### config.mk
export PLATFORM = sky130hd
export DESIGN_NAME = id_hazard_scoreboard_flat
export DESIGN_NICKNAME = d
export VERILOG_FILES = /design/src/rtl/id_hazard_scoreboard_if.sv /design/src/rtl/id_hazard_scoreboard.sv /design/src/flat_wrapper.sv
export SDC_FILE = /design/constraint.sdc
export NUM_CORES = 1
export LEC_CHECK = 0
export CELL_PAD_IN_SITES_DETAIL_PLACEMENT = 1
export CELL_PAD_IN_SITES_GLOBAL_PLACEMENT = 1
export CORE_MARGIN = 2
export CORE_UTILIZATION = 38
export CTS_CLUSTER_DIAMETER = 40
export DETAILED_ROUTE_END_ITERATION = 6
export PLACE_DENSITY_LB_ADDON = 0.25
export SKIP_LAST_GASP = 1
export SYNTH_ARGS = -nofsm -noshare
export SYNTH_HDL_FRONTEND = slang
export SYNTH_SLANG_ARGS = --single-unit
### constraint.sdc
create_clock -name clk -period 4.7 [get_ports clk]
set_input_delay 0.94 -clock clk [delete_from_list [all_inputs] [get_ports clk]]
set_output_delay 0.94 -clock clk [all_outputs]
set_load 0.01 [all_outputs]
### src/rtl/id_hazard_scoreboard_if.sv
`default_nettype none
// ============================================================================
//  Module      : id_hazard_scoreboard_if
//  Description : Bundle of ID-stage hazard signals shared between the
//                pipeline (master) and the hazard/forwarding unit (slave).
//                master drives the ID/EX/MEM/WB pipeline state and the
//                long-latency issue request, and receives the forward
//                selects, stall, scoreboard occupancy and stall counter.
//  Revision    : 1.0  initial release
// ============================================================================
interface id_hazard_scoreboard_if #(
    parameter int REG_AW   = 5,
    parameter int NUM_SRC  = 2,
    parameter int SB_DEPTH = 4,
    parameter int LAT_W    = 3
);
    localparam int c_cnt_w = $clog2(SB_DEPTH + 1);

    // pipeline -> hazard unit
    logic                      id_valid;
    logic [NUM_SRC*REG_AW-1:0] id_src_addr;
    logic [NUM_SRC-1:0]        id_src_used;
    logic                      id_ex_regwrite;
    logic [REG_AW-1:0]         id_ex_rd;
    logic                      ex_mem_regwrite;
    logic                      ex_mem_is_load;
    logic [REG_AW-1:0]         ex_mem_rd;
    logic                      mem_wb_regwrite;
    logic [REG_AW-1:0]         mem_wb_rd;
    logic                      lo_issue;
    logic [REG_AW-1:0]         lo_rd;
    logic [LAT_W-1:0]          lo_lat;

    // hazard unit -> pipeline
    logic [NUM_SRC*2-1:0]      id_fwd_sel;
    logic                      stall;
    logic [c_cnt_w-1:0]        sb_count;
    logic [31:0]               stall_cnt;

    modport master (
        output id_valid, id_src_addr, id_src_used,
        output id_ex_regwrite, id_ex_rd,
        output ex_mem_regwrite, ex_mem_is_load, ex_mem_rd,
        output mem_wb_regwrite, mem_wb_rd,
        output lo_issue, lo_rd, lo_lat,
        input  id_fwd_sel, stall, sb_count, stall_cnt
    );

    modport slave (
        input  id_valid, id_src_addr, id_src_used,
        input  id_ex_regwrite, id_ex_rd,
        input  ex_mem_regwrite, ex_mem_is_load, ex_mem_rd,
        input  mem_wb_regwrite, mem_wb_rd,
        input  lo_issue, lo_rd, lo_lat,
        output id_fwd_sel, stall, sb_count, stall_cnt
    );
endinterface
`default_nettype wire

### src/rtl/id_hazard_scoreboard.sv
`default_nettype none
// ============================================================================
//  Module      : id_hazard_scoreboard
//  Description : ID-stage hazard and forwarding unit. Produces per-source
//                forward selects (00 regfile, 01 EX/MEM, 10 MEM/WB) and a
//                stall for hazards forwarding cannot cover: ID/EX producer,
//                load in EX/MEM, or a pending long-latency write tracked in
//                a small scoreboard of countdown timers.
//  Ports       : clk      - clock, rising edge
//                rst_n    - synchronous reset, active low
//                bus      - id_hazard_scoreboard_if.slave (pipeline state in,
//                           id_fwd_sel / stall / sb_count / stall_cnt out)
//  Options     : ID_HAZARD_PERF_EN - when defined, stall_cnt is a saturating
//                count of cycles with stall & id_valid; otherwise tied to 0.
//  Revision    : 1.0  initial release
// ============================================================================
module id_hazard_scoreboard #(
    parameter int REG_AW   = 5,
    parameter int NUM_SRC  = 2,
    parameter int SB_DEPTH = 4,
    parameter int LAT_W    = 3
) (
    input  wire logic               clk,
    input  wire logic               rst_n,
    id_hazard_scoreboard_if.slave   bus
);
    localparam int                 c_cnt_w   = $clog2(SB_DEPTH + 1);
    localparam logic [c_cnt_w-1:0] c_full    = c_cnt_w'(SB_DEPTH);
    localparam logic [LAT_W-1:0]   c_lat_one = LAT_W'(1);

    // Scoreboard state
    logic [SB_DEPTH-1:0] r_sb_valid;
    logic [REG_AW-1:0]   r_sb_rd  [SB_DEPTH];
    logic [LAT_W-1:0]    r_sb_cnt [SB_DEPTH];
    logic [c_cnt_w-1:0]  r_sb_count;

    // Hazard / forwarding decode
    logic [NUM_SRC*2-1:0] w_fwd_sel;
    logic [REG_AW-1:0]    w_addr;
    logic                 w_live;
    logic                 w_src_stall;
    logic                 w_lo_req;
    logic                 w_lo_waw;
    logic                 w_lo_stall;
    logic                 w_stall;

    always_comb begin
        w_fwd_sel   = '0;
        w_addr      = '0;
        w_live      = 1'b0;
        w_src_stall = 1'b0;
        for (int s = 0; s < NUM_SRC; s++) begin
            w_addr = bus.id_src_addr[s*REG_AW +: REG_AW];
            w_live = bus.id_valid & bus.id_src_used[s] & (w_addr != '0);
            if (w_live) begin
                // A load in EX/MEM has no data yet, so it never forwards.
                if (bus.ex_mem_regwrite && !bus.ex_mem_is_load && (bus.ex_mem_rd == w_addr))
                    w_fwd_sel[s*2 +: 2] = 2'b01;
                else if (bus.mem_wb_regwrite && (bus.mem_wb_rd == w_addr))
                    w_fwd_sel[s*2 +: 2] = 2'b10;

                if (bus.id_ex_regwrite && (bus.id_ex_rd == w_addr))
                    w_src_stall = 1'b1;
                if (bus.ex_mem_regwrite && bus.ex_mem_is_load && (bus.ex_mem_rd == w_addr))
                    w_src_stall = 1'b1;
                for (int e = 0; e < SB_DEPTH; e++) begin
                    if (r_sb_valid[e] && (r_sb_rd[e] == w_addr))
                        w_src_stall = 1'b1;
                end
            end
        end
    end

    // Long-latency issue: blocked when the scoreboard is full (registered
    // count, so a same-cycle retire does not free a slot) or on WAW.
    always_comb begin
        w_lo_req = bus.id_valid & bus.lo_issue & (bus.lo_rd != '0);
        w_lo_waw = 1'b0;
        for (int e = 0; e < SB_DEPTH; e++) begin
            if (r_sb_valid[e] && (r_sb_rd[e] == bus.lo_rd))
                w_lo_waw = 1'b1;
        end
        w_lo_stall = w_lo_req & ((r_sb_count == c_full) | w_lo_waw);
    end

    assign w_stall        = rst_n & (w_src_stall | w_lo_stall);
    assign bus.stall      = w_stall;
    assign bus.id_fwd_sel = rst_n ? w_fwd_sel : '0;
    assign bus.sb_count   = r_sb_count;

    // Allocation into the lowest free entry
    logic                w_alloc_en;
    logic                w_found;
    logic [SB_DEPTH-1:0] w_alloc_vec;
    logic [LAT_W-1:0]    w_lat_eff;
    logic [SB_DEPTH-1:0] w_valid_nxt;
    logic [c_cnt_w-1:0]  w_count_nxt;

    // A zero latency still needs one cycle of protection.
    assign w_lat_eff  = (bus.lo_lat == '0) ? c_lat_one : bus.lo_lat;
    assign w_alloc_en = w_lo_req & ~w_stall;

    always_comb begin
        w_alloc_vec = '0;
        w_found     = 1'b0;
        for (int e = 0; e < SB_DEPTH; e++) begin
            if (!w_found && !r_sb_valid[e]) begin
                w_alloc_vec[e] = w_alloc_en;
                w_found        = 1'b1;
            end
        end
    end

    // An entry with count 1 retires at this edge; sb_count is the
    // population of the resulting valid vector.
    always_comb begin
        w_valid_nxt = '0;
        w_count_nxt = '0;
        for (int e = 0; e < SB_DEPTH; e++) begin
            w_valid_nxt[e] = w_alloc_vec[e] | (r_sb_valid[e] & (r_sb_cnt[e] != c_lat_one));
            w_count_nxt    = w_count_nxt + c_cnt_w'(w_valid_nxt[e]);
        end
    end

    always_ff @(posedge clk) begin
        if (!rst_n) begin
            r_sb_valid <= '0;
            r_sb_count <= '0;
            for (int e = 0; e < SB_DEPTH; e++) begin
                r_sb_rd[e]  <= '0;
                r_sb_cnt[e] <= '0;
            end
        end else begin
            r_sb_valid <= w_valid_nxt;
            r_sb_count <= w_count_nxt;
            for (int e = 0; e < SB_DEPTH; e++) begin
                if (w_alloc_vec[e]) begin
                    r_sb_rd[e]  <= bus.lo_rd;
                    r_sb_cnt[e] <= w_lat_eff;
                end else if (r_sb_valid[e]) begin
                    r_sb_cnt[e] <= r_sb_cnt[e] - c_lat_one;
                end
            end
        end
    end

`ifdef ID_HAZARD_PERF_EN
    logic [31:0] r_stall_cnt;

    always_ff @(posedge clk) begin
        if (!rst_n)
            r_stall_cnt <= 32'h0;
        else if (w_stall && bus.id_valid && (r_stall_cnt != 32'hFFFF_FFFF))
            r_stall_cnt <= r_stall_cnt + 32'd1;
    end

    assign bus.stall_cnt = r_stall_cnt;
`else
    assign bus.stall_cnt = 32'h0;
`endif

endmodule
`default_nettype wire
### src/flat_wrapper.sv
// flat-port wrapper written by rule: the top's interface ports become plain ports
module id_hazard_scoreboard_flat 
#(
    parameter int REG_AW   = 5,
    parameter int NUM_SRC  = 2,
    parameter int SB_DEPTH = 4,
    parameter int LAT_W    = 3
)
  (clk, rst_n, bus_id_valid, bus_id_src_addr, bus_id_src_used, bus_id_ex_regwrite, bus_id_ex_rd, bus_ex_mem_regwrite, bus_ex_mem_is_load, bus_ex_mem_rd, bus_mem_wb_regwrite, bus_mem_wb_rd, bus_lo_issue, bus_lo_rd, bus_lo_lat, bus_id_fwd_sel, bus_stall, bus_sb_count, bus_stall_cnt);
  id_hazard_scoreboard_if #(.REG_AW(REG_AW), .NUM_SRC(NUM_SRC), .SB_DEPTH(SB_DEPTH), .LAT_W(LAT_W)) bus_i ();
  input  wire logic clk;
  input  wire logic rst_n;
  input wire logic [$bits(bus_i.id_valid)-1:0] bus_id_valid;
  input wire logic [$bits(bus_i.id_src_addr)-1:0] bus_id_src_addr;
  input wire logic [$bits(bus_i.id_src_used)-1:0] bus_id_src_used;
  input wire logic [$bits(bus_i.id_ex_regwrite)-1:0] bus_id_ex_regwrite;
  input wire logic [$bits(bus_i.id_ex_rd)-1:0] bus_id_ex_rd;
  input wire logic [$bits(bus_i.ex_mem_regwrite)-1:0] bus_ex_mem_regwrite;
  input wire logic [$bits(bus_i.ex_mem_is_load)-1:0] bus_ex_mem_is_load;
  input wire logic [$bits(bus_i.ex_mem_rd)-1:0] bus_ex_mem_rd;
  input wire logic [$bits(bus_i.mem_wb_regwrite)-1:0] bus_mem_wb_regwrite;
  input wire logic [$bits(bus_i.mem_wb_rd)-1:0] bus_mem_wb_rd;
  input wire logic [$bits(bus_i.lo_issue)-1:0] bus_lo_issue;
  input wire logic [$bits(bus_i.lo_rd)-1:0] bus_lo_rd;
  input wire logic [$bits(bus_i.lo_lat)-1:0] bus_lo_lat;
  output wire logic [$bits(bus_i.id_fwd_sel)-1:0] bus_id_fwd_sel;
  output wire logic [$bits(bus_i.stall)-1:0] bus_stall;
  output wire logic [$bits(bus_i.sb_count)-1:0] bus_sb_count;
  output wire logic [$bits(bus_i.stall_cnt)-1:0] bus_stall_cnt;
  assign bus_i.id_valid = bus_id_valid;
  assign bus_i.id_src_addr = bus_id_src_addr;
  assign bus_i.id_src_used = bus_id_src_used;
  assign bus_i.id_ex_regwrite = bus_id_ex_regwrite;
  assign bus_i.id_ex_rd = bus_id_ex_rd;
  assign bus_i.ex_mem_regwrite = bus_ex_mem_regwrite;
  assign bus_i.ex_mem_is_load = bus_ex_mem_is_load;
  assign bus_i.ex_mem_rd = bus_ex_mem_rd;
  assign bus_i.mem_wb_regwrite = bus_mem_wb_regwrite;
  assign bus_i.mem_wb_rd = bus_mem_wb_rd;
  assign bus_i.lo_issue = bus_lo_issue;
  assign bus_i.lo_rd = bus_lo_rd;
  assign bus_i.lo_lat = bus_lo_lat;
  assign bus_id_fwd_sel = bus_i.id_fwd_sel;
  assign bus_stall = bus_i.stall;
  assign bus_sb_count = bus_i.sb_count;
  assign bus_stall_cnt = bus_i.stall_cnt;
  id_hazard_scoreboard #(.REG_AW(REG_AW), .NUM_SRC(NUM_SRC), .SB_DEPTH(SB_DEPTH), .LAT_W(LAT_W)) u_core (.clk(clk), .rst_n(rst_n), .bus(bus_i));
endmodule
==> run summary, run 1 <==
Run status: completed
CTS Sinks: 39
Total track usage: 20.34%
Vias per cell: 5.190
RSZ-0062 raised after global routing: no
RePlAce Congestion: 0.8620
Flops & latches, synth: 39
Reg2Reg Capture Point: u_core.bus.sb_count[1]
Hold buffer count at CTS: 0
Post-Synthesis Cell Area: 3418 µm²
# setup viols final: 0
Hold path startpoint: u_core.r_sb_cnt[2][0]
Met3 WL: 458 µm
Critical setup path kind: input port to primary output
Worst vdd ir: 0.0001599 V
First-pass GRT wire length: 15500 µm
PortBufs: 50
Rows: 34
Number of standard cells after synthesis: 362
Worst hold path cell count: 1
DRC: 0
DR WL/cell: 19.04 µm
R2R setup slack: 1.33 ns
Worst-path clk slew: 0.08 ns
Clock power frac: 26.1%
Avg Synthesized Cell Area: 9.443 µm²
Crit start category: input port
Distinct cells, synth: 49
Sw Ratio: 31.11%
Total negative setup slack: 0 ns
Vias: 2683
DR top layer: met4
Critical Path RT: 3.76 ns
CTS buffer count: 5
Final non-filler cell total: 517
Ports: 83
Worst Hold Endpoint: u_core.r_sb_cnt[2][0]
CTS resizes: 0
# diodes: 0
Worst Path Arrival: 3.57 ns
H-tree levels: 2
Core Area: 8721 µm²
Total die area: 9770 µm²
Overall power: 0.8811 mW
Nets: 462
Final Max Tran Viols: 0
Clock Tree Buf Depth: 2
Largest area contributor in the netlist: edfxtp_1
Tightest Pin Transition: 0.8125 ns
Post-synth EDFFs: 32
Worst skew pair latency: 0.30 ns
RR Startpoint: u_core.r_sb_rd[0][1]
First drt pass iteration count: 4
Combinational Power Share: 26.5%
Met1 WL: 4176 µm
Clock Skew: 0.004938 ns
Yosys Warn Count: 0
Die Y: 98.85 µm
Part of the cycle the worst path needs: 95.91%
Max Freq: 0.2218 GHz
Metal2 WL: 5063 µm
Area delta synth->final: 16.62%
Largest net degree at the start of global routing: 19
Async SR Flop Fraction: 0%
Dpl hpwl: 7824 µm
Synth top area share: 28.11%
Clock tree root driver cell: clkbuf_8
Top FF cell, synth: edfxtp_1
Grt ovf: 0
Sequential share of power: 47.3%
Starting density of the core: 39.20%
Final hold vios: 0
Cell Int Power: 0.6070 mW
Routed Antenna Nets: 0
Max-cap viol count: 0
Cells on worst reg2reg path: 11
P_leak: 1.491 nW
Min-delay worst type: flop to flop
Min Tclk post-route: 4.508 ns
Antenna violations before repair: 0
Power per cell area: 221.0 nW/µm²
Vias in the first global route: 2856
Layout cells sized above 1: 7.579%
CTS tree: built
CP Max Fanout: 6
Slew margin rel.: 45.26%
Top cells by area, synth: edfxtp_1 28%, xnor2_1 12%, xor2_1 12%, buf_4 7.0%, dfxtp_1 4.1%
Postcts setup bufs: 0
Number of DRC markers in iteration 0: 76
Switch Pwr: 0.2741 mW
Die Width: 98.85 µm
CP Capture Type: primary output
Post-synthesis sequential area ratio: 32.21%
Final WL: 9845 µm
DP Cell Count: 509
flip-flops by register name, indices dropped and copies added, names as in the netlist:
name / cells
u_core.r_sb_rd: 20
u_core.r_sb_cnt: 12
u_core.r_sb_valid: 4
u_core.bus.sb_count: 3
metrics by stage:
stage          setup WS, ns  cell area (µm²)  util [%]  hold slack, ns
2_1_floorplan         1.031             3535         -          0.5285
3_3_place_gp         0.1804             3897     44.69          0.6136
3_5_place_dp         0.1788             3897     44.69          0.6229
4_1_cts              0.1985             3986     45.71          0.6346
5_1_grt             0.06599             3986     45.71          0.6635
6_report             0.1924             3986     45.71          0.6405
cells in the final DEF (no fill, tap or decap), types with 10 or more instances in the layout:
cell type        instances
clkdlybuf4s50_1         50
nand2_1                 14
nor3_1                  19
xnor2_1                 48
edfxtp_1                32
nor4_1                  14
conb_1                  32
ha_1                    10
xor2_1                  46
inv_1                   21
o32ai_1                 10
buf_4                   14
cells in the mapped netlist (3+ instances only):
| library cell | count |
|---|---|
| xnor2_1 | 48 |
| o32ai_1 | 10 |
| buf_4 | 32 |
| edfxtp_1 | 32 |
| ha_1 | 10 |
| a21oi_1 | 7 |
| inv_1 | 21 |
| nand2_1 | 14 |
| nor4_1 | 14 |
| xor2_1 | 46 |
| and3_1 | 8 |
| o21a_1 | 3 |
| buf_6 | 4 |
| o21ai_0 | 8 |
| clkbuf_1 | 5 |
| nand4_1 | 7 |
| and2_1 | 3 |
| a31oi_1 | 3 |
| buf_2 | 14 |
| nand3_1 | 8 |
| nor3_1 | 19 |
| nand2b_1 | 3 |
| dfxtp_1 | 7 |
| nor2_1 | 5 |
area by class of cell:
| class | instances | area [µm²] |
|---|---|---|
| Fill cell | 1050 | 4735 |
| Multi-Input combinational cell | 277 | 1977 |
| Sequential cell | 39 | 1101 |
| Timing Repair Buffer | 64 | 605.6 |
| Tap cell | 108 | 135.1 |
| Inverter | 21 | 78.83 |
| Clock buffer | 5 | 68.82 |
| Clock inverter | 3 | 20.02 |
how the worst max path moves through the flow:
stage | startpoint | end | slack [ns] | cells after the start
floorplan | bus_lo_rd[4] | u_core.bus.sb_count[1] | 1.03 | 13
global placement | bus_id_src_addr[9] | bus_stall | 0.18 | 9
detailed placement | bus_id_src_addr[6] | u_core.bus.sb_count[1] | 0.18 | 12
CTS | bus_id_src_addr[9] | bus_stall | 0.20 | 9
global route | bus_id_src_addr[9] | bus_stall | 0.07 | 9
finish | bus_id_src_addr[8] | bus_stall | 0.19 | 9
power by group through the flow:
stage | clock network [mW] | logic [mW] | registers (mW)
after global routing | 0.251 | 0.257 | 0.420
after global placement | 0 | 0.228 | 0.424
final | 0.230 | 0.234 | 0.417
after detailed placement | 0 | 0.233 | 0.425
after CTS | 0.238 | 0.235 | 0.417
after floorplan | 0 | 0.173 | 0.418
worst max-delay path, cell delays in order:
cell and delay (ns):
clkdlybuf4s50_1 0.57, buf_4 0.21, xnor2_1 0.12, nand4_1 0.11
o32ai_1 0.40, a31oi_1 0.13, a21o_2 0.29, a31oi_1 0.20
clkdlybuf4s50_1 0.58
cell families after synthesis:
family,count (synthesis),share of synthesized area [%]
flops,39,32.21
compound gates,46,9.847
buf+inv,77,13.36
xor+xnor,94,24.08
other cells,1,0.1097
fa+ha+maj,11,4.246
simple gates,94,16.14
routing by layer:
metal	track usage [%]	vias up
li1	-	1294
met2	37.06	82
met3	2.411	11
met5	0	-
met4	5.058	0
met1	25.44	1296
(Power assumes the default switching activity.)
==> inputs of run 2 (changes only) <==
--- a/config.mk
+++ b/config.mk
@@ -7,6 +7,7 @@
 export LEC_CHECK = 0
 export CELL_PAD_IN_SITES_DETAIL_PLACEMENT = 1
 export CELL_PAD_IN_SITES_GLOBAL_PLACEMENT = 1
+export CORE_ASPECT_RATIO = 0.9
 export CORE_MARGIN = 2
 export CORE_UTILIZATION = 38
 export CTS_CLUSTER_DIAMETER = 40
==> run 2 against run 1 <==
Critical endpoint unchanged. Sequential power about the same. Flip-flop and latch count unchanged. Count of clock-buffer cells in the layout increased by 2. Largest power group unchanged. Design area increased by 0.41%. Wire length decreased by 0.89%. Worst setup slack got worse by 0.0039 ns. Combinational power increased by 2%.
==> run summary, run 2 (same netlist as run 1, synthesis figures left out) <==
RR Startpoint: u_core.r_sb_valid[0]
Part of the cycle the worst path needs: 95.99% (about the same)
Min Tclk post-route: 4.511 ns (+0.003860 ns)
CTS resizes: 0 (unchanged)
DRC: 0 (unchanged)
Most common cell after layout, fill and taps aside: clkdlybuf4s50_1
Vias in the first global route: 2874 (+0.63%)
Clock Skew: 0.006091 ns (+0.001153 ns)
P_leak: 1.507 nW (+1.0%)
Clock tree root driver cell: clkbuf_8
# setup viols final: 0 (unchanged)
Routed Antenna Nets: 0 (unchanged)
Hold path startpoint: u_core.r_sb_cnt[2][0]
Final hold vios: 0 (unchanged)
Max-cap viol count: 0 (unchanged)
Power per cell area: 218.1 nW/µm² (-1.3%)
Vias per cell: 5.093 (-1.9%)
Hold buffer count at CTS: 0 (unchanged)
CP startpoint: bus_id_src_addr[5]
Largest net degree at the start of global routing: 19 (unchanged)
Placed Area: 3919 µm² (+0.55%)
CTS tree: built
CP Capture Type: primary output
Ports: 83 (unchanged)
First drt pass iteration count: 4 (unchanged)
CP Max Fanout: 8 (+2)
Grt ovf: 0 (unchanged)
Worst Path Arrival: 3.57 ns (about the same)
Max reg flops: 20 (unchanged)
Run status: completed
Total track usage: 20.73% (+0.39 points)
Rows: 32 (-5.9%)
RSZ-0062 raised after global routing: no
Worst vdd ir: 0.0001493 V (-6.6%)
Nets: 463 (+0.22%)
Critical setup path kind: input port to primary output
R2R setup slack: 1.44 ns (+0.11 ns)
Vias: 2694 (+0.41%)
Total negative setup slack: 0 ns (unchanged)
Layout fillers: 1020 (-2.9%)
Critical Path RT: 3.76 ns (about the same)
Layout cells sized above 1: 7.317% (-0.26 points)
Worst-path clk slew: 0.07 ns (about the same)
Die Width: 104.0 µm (+5.2%)
Core Area: 8648 µm² (-0.83%)
Multi-input gate area: 1977 µm² (unchanged)
Dpl hpwl: 7738 µm (-1.1%)
CTS Sinks: 39 (unchanged)
Slew margin rel.: 51.11% (+5.9 points)
Die Y: 93.98 µm (-4.9%)
Most flop-heavy register: u_core.r_sb_rd
Final WL: 9757 µm (-0.89%)
Max Freq: 0.2217 GHz (about the same)
Final Max Tran Viols: 0 (unchanged)
Starting density of the core: 39.53% (+0.33 points)
Tightest Pin Transition: 0.7256 ns (-0.08684 ns)
Final core utilization: 46.28% (+0.57 points)
Worst skew pair latency: 0.29 ns (about the same)
Number of DRC markers in iteration 0: 65 (-14%)
Crit start category: input port
PortBufs: 50 (unchanged)
Non-Filler Cell Area, Final: 4003 µm² (+0.41%)
Sequential cell area: 1101 µm² (unchanged)
Clock Tree Buf Depth: 2 (unchanged)
Top Registers: u_core.r_sb_rd (20), u_core.r_sb_cnt (12), u_core.r_sb_valid (4)
CTS buffer count: 5 (unchanged)
Postcts setup bufs: 0 (unchanged)
Total die area: 9771 µm² (about the same)
Area delta synth->final: 17.09%
# diodes: 0 (unchanged)
Antenna violations before repair: 0 (unchanged)
Min-delay worst type: flop to flop
H-tree levels: 2 (unchanged)
DR WL/cell: 18.44 µm (-3.1%)
Commonest non-fill, non-tap cells in the layout: 49 x clkdlybuf4s50_1, 48 x xnor2_1, 46 x xor2_1
First-pass GRT wire length: 15750 µm (+1.6%)
RePlAce Congestion: 0.9231 (+7.1%)
==> run 2: cell types whose count changed in the layout (fill, tap and decap cells not counted), sizes merged <==
cell,previous run,this run
buf,14,15
clkbuf,5,7
clkdlybuf4s50,50,49
clkinvlp,2,0
dlymetal6s2s,0,1
==> run 2: through the flow <==
stage                     power (mW)  setup WS (ns)  std cells  hold slack, ns
after global placement        0.6533         0.2079        521          0.6125
final                         0.8731         0.1886        529          0.6307
after global routing          0.9201        0.06584        529          0.6811
after CTS                     0.8813         0.1111        529          0.6328
after detailed placement      0.6616         0.1222        521          0.6295
after floorplan               0.5905          1.031        393          0.5285
==> run 2: worst paths after layout <==
kind / endpoint / depth (start not counted)
setup reg to reg: u_core.bus.sb_count[1] / 10
hold / removal: u_core.r_sb_cnt[2][0] / 1
setup / recovery: bus_stall / 8
hold reg to reg: u_core.r_sb_cnt[2][0] / 1
==> run 2: final cells by class <==
class,count,area share [%]
clock buffer,7,1.907
clock inverter,1,0.1250
inverter,21,1.969
multi-input combinational,277,49.39
sequential,39,27.51
tap,119,3.720
timing repair buffer,65,15.38
==> run 2: layer usage <==
layer | GRT usage [%] | routed length [µm]
met1 | 25.35 | 4380
met2 | 38.32 | 4907
met3 | 3.606 | 369
met4 | 4.505 | 100
met5 | 0 | 0
==> run 2: worst max-delay path, cell delays in order <==
cell,delay [ns]
clkdlybuf4s50_1,0.76
xnor2_1,0.18
nand4_1,0.10
o32ai_1,0.39
a31oi_1,0.10
a21o_2,0.28
a31oi_1,0.23
clkdlybuf4s50_1,0.59
==> run 2: power breakdown <==
group	total (mW)	leakage, nW	internal [mW]	switching, mW
Sequential	0.416	0.392	0.395	0.0212
Combinational	0.238	1.07	0.111	0.128
Clock	0.219	0.0422	0.104	0.115
==> inputs of run 3 (changes only) <==
--- a/config.mk
+++ b/config.mk
@@ -5,12 +5,11 @@
 export SDC_FILE = /design/constraint.sdc
 export NUM_CORES = 1
 export LEC_CHECK = 0
-export CELL_PAD_IN_SITES_DETAIL_PLACEMENT = 1
-export CELL_PAD_IN_SITES_GLOBAL_PLACEMENT = 1
 export CORE_ASPECT_RATIO = 0.9
 export CORE_MARGIN = 2
-export CORE_UTILIZATION = 38
+export CORE_UTILIZATION = 50
 export CTS_CLUSTER_DIAMETER = 40
+export CTS_CLUSTER_SIZE = 30
 export DETAILED_ROUTE_END_ITERATION = 6
 export PLACE_DENSITY_LB_ADDON = 0.25
 export SKIP_LAST_GASP = 1
==> run 3 against run 2 <==
Die area decreased by 23%. Via count increased by 0.33%. Sequential power about the same. Core utilization increased by 14 points. Register-to-register slack about the same. Count of clock-buffer cells in the layout decreased by 1. Sequential share of layout area increased by 0.12 points. Critical path type unchanged.
==> run summary, run 3 (same netlist as run 1, synthesis figures left out) <==
Most flop-heavy register: u_core.r_sb_rd
H-tree levels: 2 (unchanged)
# diodes: 0 (unchanged)
Worst hold path cell count: 2 (+1)
DR top layer: met4
Grt ovf: 0 (unchanged)
Final Max Tran Viols: 0 (unchanged)
Clock Skew: 0.003069 ns (-0.003022 ns)
Total track usage: 22.65% (+1.9 points)
Min Tclk post-route: 4.506 ns (-0.005907 ns)
CTS resizes: 0 (unchanged)
CP Capture Type: primary output
First-pass GRT wire length: 13390 µm (-15%)
Clock tree root driver cell: clkbuf_8
Total die area: 7515 µm² (-23%)
CP Max Fanout: 6 (-2)
Placed Area: 3867 µm² (-1.3%)
Vias per cell: 5.428 (+6.6%)
Rows: 28 (-13%)
Final hold vios: 0 (unchanged)
Area delta synth->final: 16.58%
Run status: completed
Worst Path Arrival: 3.57 ns (about the same)
Met3 WL: 486 µm (+32%)
Slew margin rel.: 53.05% (+1.9 points)
Hold_ws: 0.6237 ns (-0.007053 ns)
RePlAce Congestion: 0.9884 (+7.1%)
Critical setup path kind: input port to primary output
Final WL: 8362 µm (-14%)
CTS Sinks: 39 (unchanged)
Worst vdd ir: 0.0002027 V (+36%)
DR WL/cell: 16.79 µm (-9.0%)
Routed Antenna Nets: 0 (unchanged)
Commonest non-fill, non-tap cells in the layout: 50 x clkdlybuf4s50_1, 48 x xnor2_1, 46 x xor2_1
Crit start category: input port
Dpl hpwl: 6584 µm (-15%)
Layout fillers: 603 (-41%)
Critical Path RT: 3.76 ns (about the same)
Clock Tree Buf Depth: 2 (unchanged)
Vias in the first global route: 2680 (-6.8%)
Starting density of the core: 51.90% (+12 points)
Worst-path clk slew: 0.07 ns (about the same)
Nets: 461 (-0.43%)
CTS tree: built
Worst skew pair latency: 0.29 ns (about the same)
PortBufs: 50 (unchanged)
DRC: 0 (unchanged)
Top Registers: u_core.r_sb_rd (20), u_core.r_sb_cnt (12), u_core.r_sb_valid (4)
Cells on worst reg2reg path: 11 (+1)
# setup viols final: 0 (unchanged)
Max Freq: 0.2219 GHz (+0.13%)
Non-Filler Cell Area, Final: 3985 µm² (-0.44%)
Total negative setup slack: 0 ns (unchanged)
Vias: 2703 (+0.33%)
Layout cells sized above 1: 7.353% (+0.036 points)
CTS buffer count: 5 (unchanged)
RSZ-0062 raised after global routing: no
P_leak: 1.507 nW (about the same)
Tightest Pin Transition: 0.6968 ns (-0.02880 ns)
Postcts setup bufs: 0 (unchanged)
Number of DRC markers in iteration 0: 92 (+42%)
Max-cap viol count: 0 (unchanged)
First drt pass iteration count: 4 (unchanged)
Power per cell area: 234.2 nW/µm² (+7.4%)
Min-delay worst type: flop to flop
Part of the cycle the worst path needs: 95.86% (-0.13 points)
Antenna violations before repair: 0 (unchanged)
Hold buffer count at CTS: 0 (unchanged)
Largest net degree at the start of global routing: 19 (unchanged)
Metal2 WL: 4042 µm (-18%)
Die Width: 91.16 µm (-12%)
Overall power: 0.9334 mW (+6.9%)
Core Area: 6586 µm² (-24%)
Ports: 83 (unchanged)
Most common cell after layout, fill and taps aside: clkdlybuf4s50_1
Max reg flops: 20 (unchanged)
Die Y: 82.44 µm (-12%)
Met1 WL: 3682 µm (-16%)
## run 3: changes by cell type in the layout (fill, tap and decap cells not counted)
cell and delta:
clkbuf_1 -2, clkdlybuf4s50_1 +1, bufinv_16 +1, clkbuf_8 +1, buf_4 -2, dlymetal6s2s_1 -1
## run 3: power breakdown
group	leakage (nW)	internal (mW)	switching [mW]	total, mW
registers	0.392	0.395	0.0217	0.416
logic	1.05	0.108	0.121	0.230
clock network	0.0612	0.172	0.116	0.287
total	1.51	0.675	0.259	0.933
## run 3: metal layers
| layer | up-vias | track usage (%) |
|---|---|---|
| met3 | 17 | 4.900 |
| li1 | 1293 | - |
| met5 | - | 0 |
| met1 | 1294 | 27.71 |
| met2 | 99 | 40.67 |
| met4 | 0 | 6.970 |
## run 3: path summary, 6_finish.rpt
kind,startpoint,endpoint,slack (ns)
min reg2reg,u_core.r_sb_cnt[2][2],u_core.r_sb_valid[2],0.62
max reg2reg,u_core.r_sb_rd[1][3],u_core.bus.sb_count[1],1.45
max,bus_id_src_addr[9],bus_stall,0.19
min,u_core.r_sb_cnt[2][2],u_core.r_sb_valid[2],0.62
## run 3: area by class of cell
class | count | area, µm² | share of cell area (%)
multi-input cells | 277 | 1977 | 49.61
flip-flops and latches | 39 | 1101 | 27.63
repair buffers | 63 | 598.1 | 15.01
well taps | 90 | 112.6 | 2.826
clock buffers | 6 | 82.58 | 2.072
inverters | 21 | 78.83 | 1.978
clock inverters | 2 | 35.03 | 0.8791
## run 3: through the flow
| stage | worst slack [ns] | utilization, % | std cells |
|---|---|---|---|
| 2_1_floorplan | 1.031 | - | 393 |
| 6_report | 0.1945 | 60.51 | 498 |
| 4_1_cts | 0.2017 | 60.51 | 498 |
| 5_1_grt | 0.05040 | 60.51 | 498 |
| 3_5_place_dp | 0.2300 | 58.72 | 490 |
| 3_3_place_gp | 0.2445 | 58.72 | 490 |
## run 3: critical path: stages
cell and delay (ns):
clkdlybuf4s50_1 0.68, xnor2_1 0.17, nand3_1 0.10, nor3_1 0.39
a311oi_1 0.19, a21o_2 0.31, a31oi_1 0.20, clkdlybuf4s50_1 0.58
